--- src/rtl/handshake_pkg.sv ---
// Shared definitions for the send/ack four-phase handshake (CPU and peripheral sides).
package handshake_pkg;

  typedef enum logic [1:0] {
    OCIOSO = 2'd0,
    ENVIA  = 2'd1,
    ESPERA = 2'd2
  } estado_t;

  localparam int DATA_W = 4;

endpackage

--- src/rtl/sync2.sv ---
// Two-flop synchronizer for a single control bit crossing into the local clock domain.
module sync2 (
  input  logic i_clk,
  input  logic i_rst,
  input  logic i_d,
  output logic o_q
);

  logic r_meta;
  logic r_sync;

  always_ff @(posedge i_clk or posedge i_rst) begin
    if (i_rst) begin
      r_meta <= 1'b0;
      r_sync <= 1'b0;
    end else begin
      r_meta <= i_d;
      r_sync <= r_meta;
    end
  end

  assign o_q = r_sync;

endmodule

--- src/rtl/transmissor_periferico.sv ---
// Peripheral-to-CPU transmitter: valid/ready input FIFO feeding the send/ack four-phase handshake.
module transmissor_periferico
  import handshake_pkg::*;
#(
  parameter int DEPTH = 4,
  parameter int W     = DATA_W
) (
  input  logic                       clk,
  input  logic                       rst,
  input  logic [W-1:0]               dadosIn,
  input  logic                       validIn,
  output logic                       readyIn,
  output logic [W-1:0]               dados,
  output logic                       send,
  input  logic                       ack,
  output logic [1:0]                 estadoTx,
  output logic [$clog2(DEPTH):0]     count,
  output logic [7:0]                 enviados
);

  localparam int PW = $clog2(DEPTH);
  localparam int CW = PW + 1;

  estado_t        r_state;
  estado_t        w_state_nxt;
  logic [W-1:0]   r_mem [DEPTH];
  logic [PW-1:0]  r_wr_ptr;
  logic [PW-1:0]  r_rd_ptr;
  logic [CW-1:0]  r_count;
  logic [W-1:0]   r_dados;
  logic           r_send;
  logic [7:0]     r_enviados;
  logic           w_ack_s;
  logic           w_push;
  logic           w_pop;
  logic           w_send_nxt;
  logic           w_inc;

  sync2 u_sync_ack (
    .i_clk (clk),
    .i_rst (rst),
    .i_d   (ack),
    .o_q   (w_ack_s)
  );

  // readyIn comes from the registered count only, so a pop frees space one cycle later
  assign readyIn = (r_count != CW'(DEPTH));
  assign w_push  = validIn && readyIn;

  // The !ack_s guard keeps send from rising into a still-high ack after a mid-transfer reset
  always_comb begin
    w_state_nxt = r_state;
    w_pop       = 1'b0;
    w_send_nxt  = r_send;
    w_inc       = 1'b0;
    case (r_state)
      OCIOSO: begin
        w_send_nxt = 1'b0;
        if ((r_count != '0) && !w_ack_s) begin
          w_pop       = 1'b1;
          w_send_nxt  = 1'b1;
          w_state_nxt = ENVIA;
        end
      end
      ENVIA: begin
        w_send_nxt = 1'b1;
        if (w_ack_s) begin
          w_send_nxt  = 1'b0;
          w_state_nxt = ESPERA;
        end
      end
      ESPERA: begin
        w_send_nxt = 1'b0;
        if (!w_ack_s) begin
          w_inc       = 1'b1;
          w_state_nxt = OCIOSO;
        end
      end
      default: begin
        w_send_nxt  = 1'b0;
        w_state_nxt = OCIOSO;
      end
    endcase
  end

  always_ff @(posedge clk or posedge rst) begin
    if (rst) begin
      r_state    <= OCIOSO;
      r_send     <= 1'b0;
      r_dados    <= '0;
      r_enviados <= '0;
    end else begin
      r_state <= w_state_nxt;
      r_send  <= w_send_nxt;
      if (w_pop) begin
        r_dados <= r_mem[r_rd_ptr];
      end
      if (w_inc) begin
        r_enviados <= r_enviados + 8'd1;
      end
    end
  end

  always_ff @(posedge clk or posedge rst) begin
    if (rst) begin
      r_wr_ptr <= '0;
      r_rd_ptr <= '0;
      r_count  <= '0;
    end else begin
      if (w_push) begin
        r_wr_ptr <= r_wr_ptr + 1'b1;
      end
      if (w_pop) begin
        r_rd_ptr <= r_rd_ptr + 1'b1;
      end
      if (w_push && !w_pop) begin
        r_count <= r_count + 1'b1;
      end else if (w_pop && !w_push) begin
        r_count <= r_count - 1'b1;
      end
    end
  end

  // Storage needs no reset: the pointers and count define which entries are live
  always_ff @(posedge clk) begin
    if (w_push) begin
      r_mem[r_wr_ptr] <= dadosIn;
    end
  end

  assign dados    = r_dados;
  assign send     = r_send;
  assign estadoTx = r_state;
  assign count    = r_count;
  assign enviados = r_enviados;

endmodule

--- config.mk ---
export PLATFORM = sky130hd
export DESIGN_NAME = transmissor_periferico
export DESIGN_NICKNAME = d
export VERILOG_FILES = /design/src/rtl/handshake_pkg.sv /design/src/rtl/sync2.sv /design/src/rtl/transmissor_periferico.sv
export SDC_FILE = /design/constraint.sdc
export NUM_CORES = 1
export LEC_CHECK = 0
export BUFFER_PORTS_ARGS = -buffer_cell sky130_fd_sc_hd__buf_2
export CAP_MARGIN = 20
export CORE_ASPECT_RATIO = 1.2
export CORE_MARGIN = 2
export CORE_UTILIZATION = 50
export CTS_BUF_LIST = sky130_fd_sc_hd__clkbuf_16
export DETAILED_ROUTE_END_ITERATION = 6
export MAX_ROUTING_LAYER = met4
export PLACE_DENSITY_LB_ADDON = 0.12
export SETUP_SLACK_MARGIN = 0.2
export SLEW_MARGIN = 20
export SYNTH_ARGS = -nofsm -noshare
export SYNTH_HDL_FRONTEND = slang
export SYNTH_SLANG_ARGS = --single-unit
--- constraint.sdc ---
create_clock -name clk -period 2.8 [get_ports clk]
set_input_delay 0.14 -clock clk [delete_from_list [all_inputs] [get_ports clk]]
set_output_delay 0.14 -clock clk [all_outputs]
set_load 0.01 [all_outputs]
==> summary.txt <==
Outcome
  – Status: complete, no violations

Final layout
  – Ant. Diodes: 0
  – Area growth syn-to-layout: 18.6%
  – Finished Layout Cells: 175
  – Area of the multi-input gates: 566 um^2
  – Storage cell area: 0.00108 mm^2
  – Final Util: 0.609
  – Final net count: 152
  – Fraction of layout cells with a size suffix above 1: 0.341
  – Filler cells: 273

CTS
  – Clk buf depth: 2
  – CTS Buf Count: 5
  – Worst-Skew Late Latency: 0.28 ns
  – Post-CTS sizing: 0
  – Buffer count from post-CTS setup fixing: 0
  – CTS clock-pin slew for the worst setup and hold paths: 0.06 ns
  – Num Clock Sinks: 40
  – TritonCTS clock tree: built
  – CTS hold repair buffers: 1
  – H-tree depth: 2
  – Clk root buf: clkbuf_16

Logic synthesis
  – Largest cells by area after synthesis: dfrtp_1 36%, edfxtp_1 29%, mux4_2 5.3%
  – Area of the mapped netlist: 0.00169 mm^2
  – Synth Area in Simple Gates: 0.0817
  – Synthesized flop and latch total: 40
  – Synth cell types: 24
  – Synth warnings: 0
  – Syn avg cell area: 16.2 um^2
  – Mux cell area share after synthesis: 0.109
  – Complex-gate fraction of the synthesized area: 0.0156
  – Post-synth top area share: 0.356
  – Synth area leader: dfrtp_1
  – Sequential element share of the synthesized area: 0.641
  – Largest family of logic cells by synthesized area: multiplexers
  – Synth Net Count: 119
  – XOR/XNOR Fraction of Synth Area: 0.0728
  – Syn Inst Count: 104
  – Adder-Cell Fraction of Synth Area: 0.0564

Power
  – Comb power frac: 0.298
  – PwrDens: 1060 mW/mm^2
  – Max VDD drop: 0.715 mV
  – Switching Share: 0.309
  – Part of the power in registers: 0.455
  – Switching Power: 653 uW
  – Static Leak: 0.000891 uW
  – Internal power: 1460 uW
  – Clock share of power: 0.247

Floorplan
  – Die Ht: 67.6 um
  – Starting Density: 0.514
  – Die area: 0.00385 mm^2
  – Boundary pin count: 27
  – DIE WIDTH: 57 um
  – Core Area: 0.00328 mm^2
  – Row count: 23

Placed design
  – I/O Buffers: 26
  – GP Congestion: 0.718
  – Detailed placement HPWL: 1.83 mm
  – Placed cells: 166

Timing
  – RSZ-0062 raised after global routing: no
  – Fmax: 0.459 GHz
  – Worst rel slew slack: 0.408
  – Final Cycle Share: 0.777
  – Clock skew: 0.00518 ns
  – Final setup viols: 0
  – Worst Tran Pin Value: 0.887 ns
  – Setup TNS: 0 ns
  – Final hold vios: 0
  – Pins Over Slew Limit: 0
  – Fin crit period: 2.18 ns
  – Final hold slack: 0.0438 ns

Detailed routing
  – Routed vias/inst: 5.18
  – Post-Route WL: 2.56 mm
  – Drt first pass iters: 4
  – Initial drt markers: 24
  – Vias: 906
  – Drt drc: 0
  – Antenna viol nets, final: 0
  – WL per Instance: 14.6 um

Worst setup path
  – CP required: 3.00 ns
  – CP max stage cell: dfrtp_1
  – R2R Path End: count[2]$_DFFE_PP0P_
  – Crit path kind: flop to flop
  – WP buf/inv: 3
  – Arrival time worst endpoint: 2.38 ns
  – Crit-path leading delay family: simple AND/OR/NAND/NOR gates
  – Slowest stage delay, CP: 0.44 ns
  – R2r setup slk: 0.62 ns
  – RR Startpoint: count[2]$_DFFE_PP0P_
  – R2R depth: 10
  – Crit path cell chain: nor3_2 -> nor2b_1 -> buf_4 -> inv_1 -> ha_1 -> inv_1 -> fa_1 -> xor2_1 -> nor2_1 -> xor2_1
  – CP endpoint kind: flop
  – Worst setup SP type: flop
  – CP max FO: 6

Global route
  – Largest net degree at the start of global routing: 25
  – Overall Global Routing Usage: 0.150
  – Total global routing overflow: 0
  – Met1 Usage GRT: 0.162
  – Busiest grt layer: met2
  – Vias in the first global route: 864
  – Met2 usage: 0.247
  – First-pass GRT wire length: 3.97 mm
  – M3 GR Usage: 0.0575
  – Initial antenna violation count: 0

Min path
  – Hold Path Class: primary input to async pin

Flow run
  – Max-Cap Viols: 0
## worst max path at each step
stage,to,depth (start not counted),start
global route,count[2]$_DFFE_PP0P_,10,count[2]$_DFFE_PP0P_
global placement,count[2]$_DFFE_PP0P_,10,count[2]$_DFFE_PP0P_
floorplan,count[1]$_DFFE_PP0P_,8,estadoTx[1]$_DFFE_PP0P_
CTS,count[2]$_DFFE_PP0P_,10,count[2]$_DFFE_PP0P_
finish,count[2]$_DFFE_PP0P_,10,count[2]$_DFFE_PP0P_
detailed placement,count[2]$_DFFE_PP0P_,10,count[2]$_DFFE_PP0P_
## cells in the mapped netlist (all sizes together)
master,number
fa,1
nand2,3
a211oi,2
nor3b,1
ha,6
mux2,7
and2,5
nor2b,1
edfxtp,16
inv,6
buf,2
and3b,1
nor2,2
mux4,4
nor3,2
xnor2,8
xor2,6
a21boi,1
nand4,4
and3,2
dfrtp,24
## power groups by stage
stage	combinational [uW]	clock, uW	sequential (uW)
2_1_floorplan	445	0	972
3_3_place_gp	624	0	967
3_5_place_dp	637	0	977
4_1_cts	642	530	967
5_1_grt	709	553	989
6_report	630	521	962
## routing by layer
metal  part of all wire  wire length (um)
met3              0.047               121
met1               0.43              1110
met4             0.0055                14
met2               0.51              1310
met5                  0                 0
## registers in the layout, summed over array words and instances, names as in the netlist
| signal | cells |
|---|---|
| estadoTx | 2 |
| r_mem | 16 |
| u_sync_ack.o_q | 1 |
| enviados | 8 |
| send | 1 |
| u_sync_ack.r_meta | 1 |
| r_rd_ptr | 2 |
| count | 3 |
| dados | 4 |
| r_wr_ptr | 2 |
## stage by stage
step / instance area, um^2 / total power [uW] / worst slack, ns
after floorplan: 1690 / 1420 / 0.755
after global placement: 1850 / 1590 / 0.670
after detailed placement: 1850 / 1610 / 0.621
after CTS: 2000 / 2140 / 0.577
after global routing: 2000 / 2250 / 0.380
final: 2000 / 2110 / 0.623
## final cells by class
class	instances	share of cell area
Tap cell	37	0.0232
Inverter	6	0.0113
Timing Repair Buffer	28	0.0738
Multi-Input combinational cell	56	0.283
Clock inverter	3	0.00563
Sequential cell	40	0.541
Clock buffer	5	0.0626
## cell families after synthesis
kind of cell,count (synthesis)
AO/OA/AOI/OAI,3
multiplexers,11
flip-flops,40
adder cells (fa/ha/maj),7
buffers and inverters,8
XOR/XNOR,14
AND/OR/NAND/NOR,21
## layout by cell type, fill, tap and decap left out, drive strengths merged
| cell type | Yosys | final |
|---|---|---|
| nand4 | 4 | 4 |
| dlygate4sd3 | 0 | 1 |
| xnor2 | 8 | 8 |
| mux2 | 7 | 7 |
| clkinv | 0 | 1 |
| mux4 | 4 | 4 |
| a21boi | 1 | 1 |
| fa | 1 | 1 |
| a211oi | 2 | 2 |
| dfrtp | 24 | 24 |
| inv | 6 | 8 |
| and3b | 1 | 1 |
| xor2 | 6 | 6 |
| nor2b | 1 | 1 |
| edfxtp | 16 | 16 |
| nor2 | 2 | 2 |
| and2 | 5 | 5 |
| clkbuf | 0 | 5 |
| nor3 | 2 | 2 |
| buf | 2 | 27 |
| and3 | 2 | 2 |
| nor3b | 1 | 1 |
| ha | 6 | 6 |
| nand2 | 3 | 3 |
Note: power is estimated with default switching activity, not from simulation.
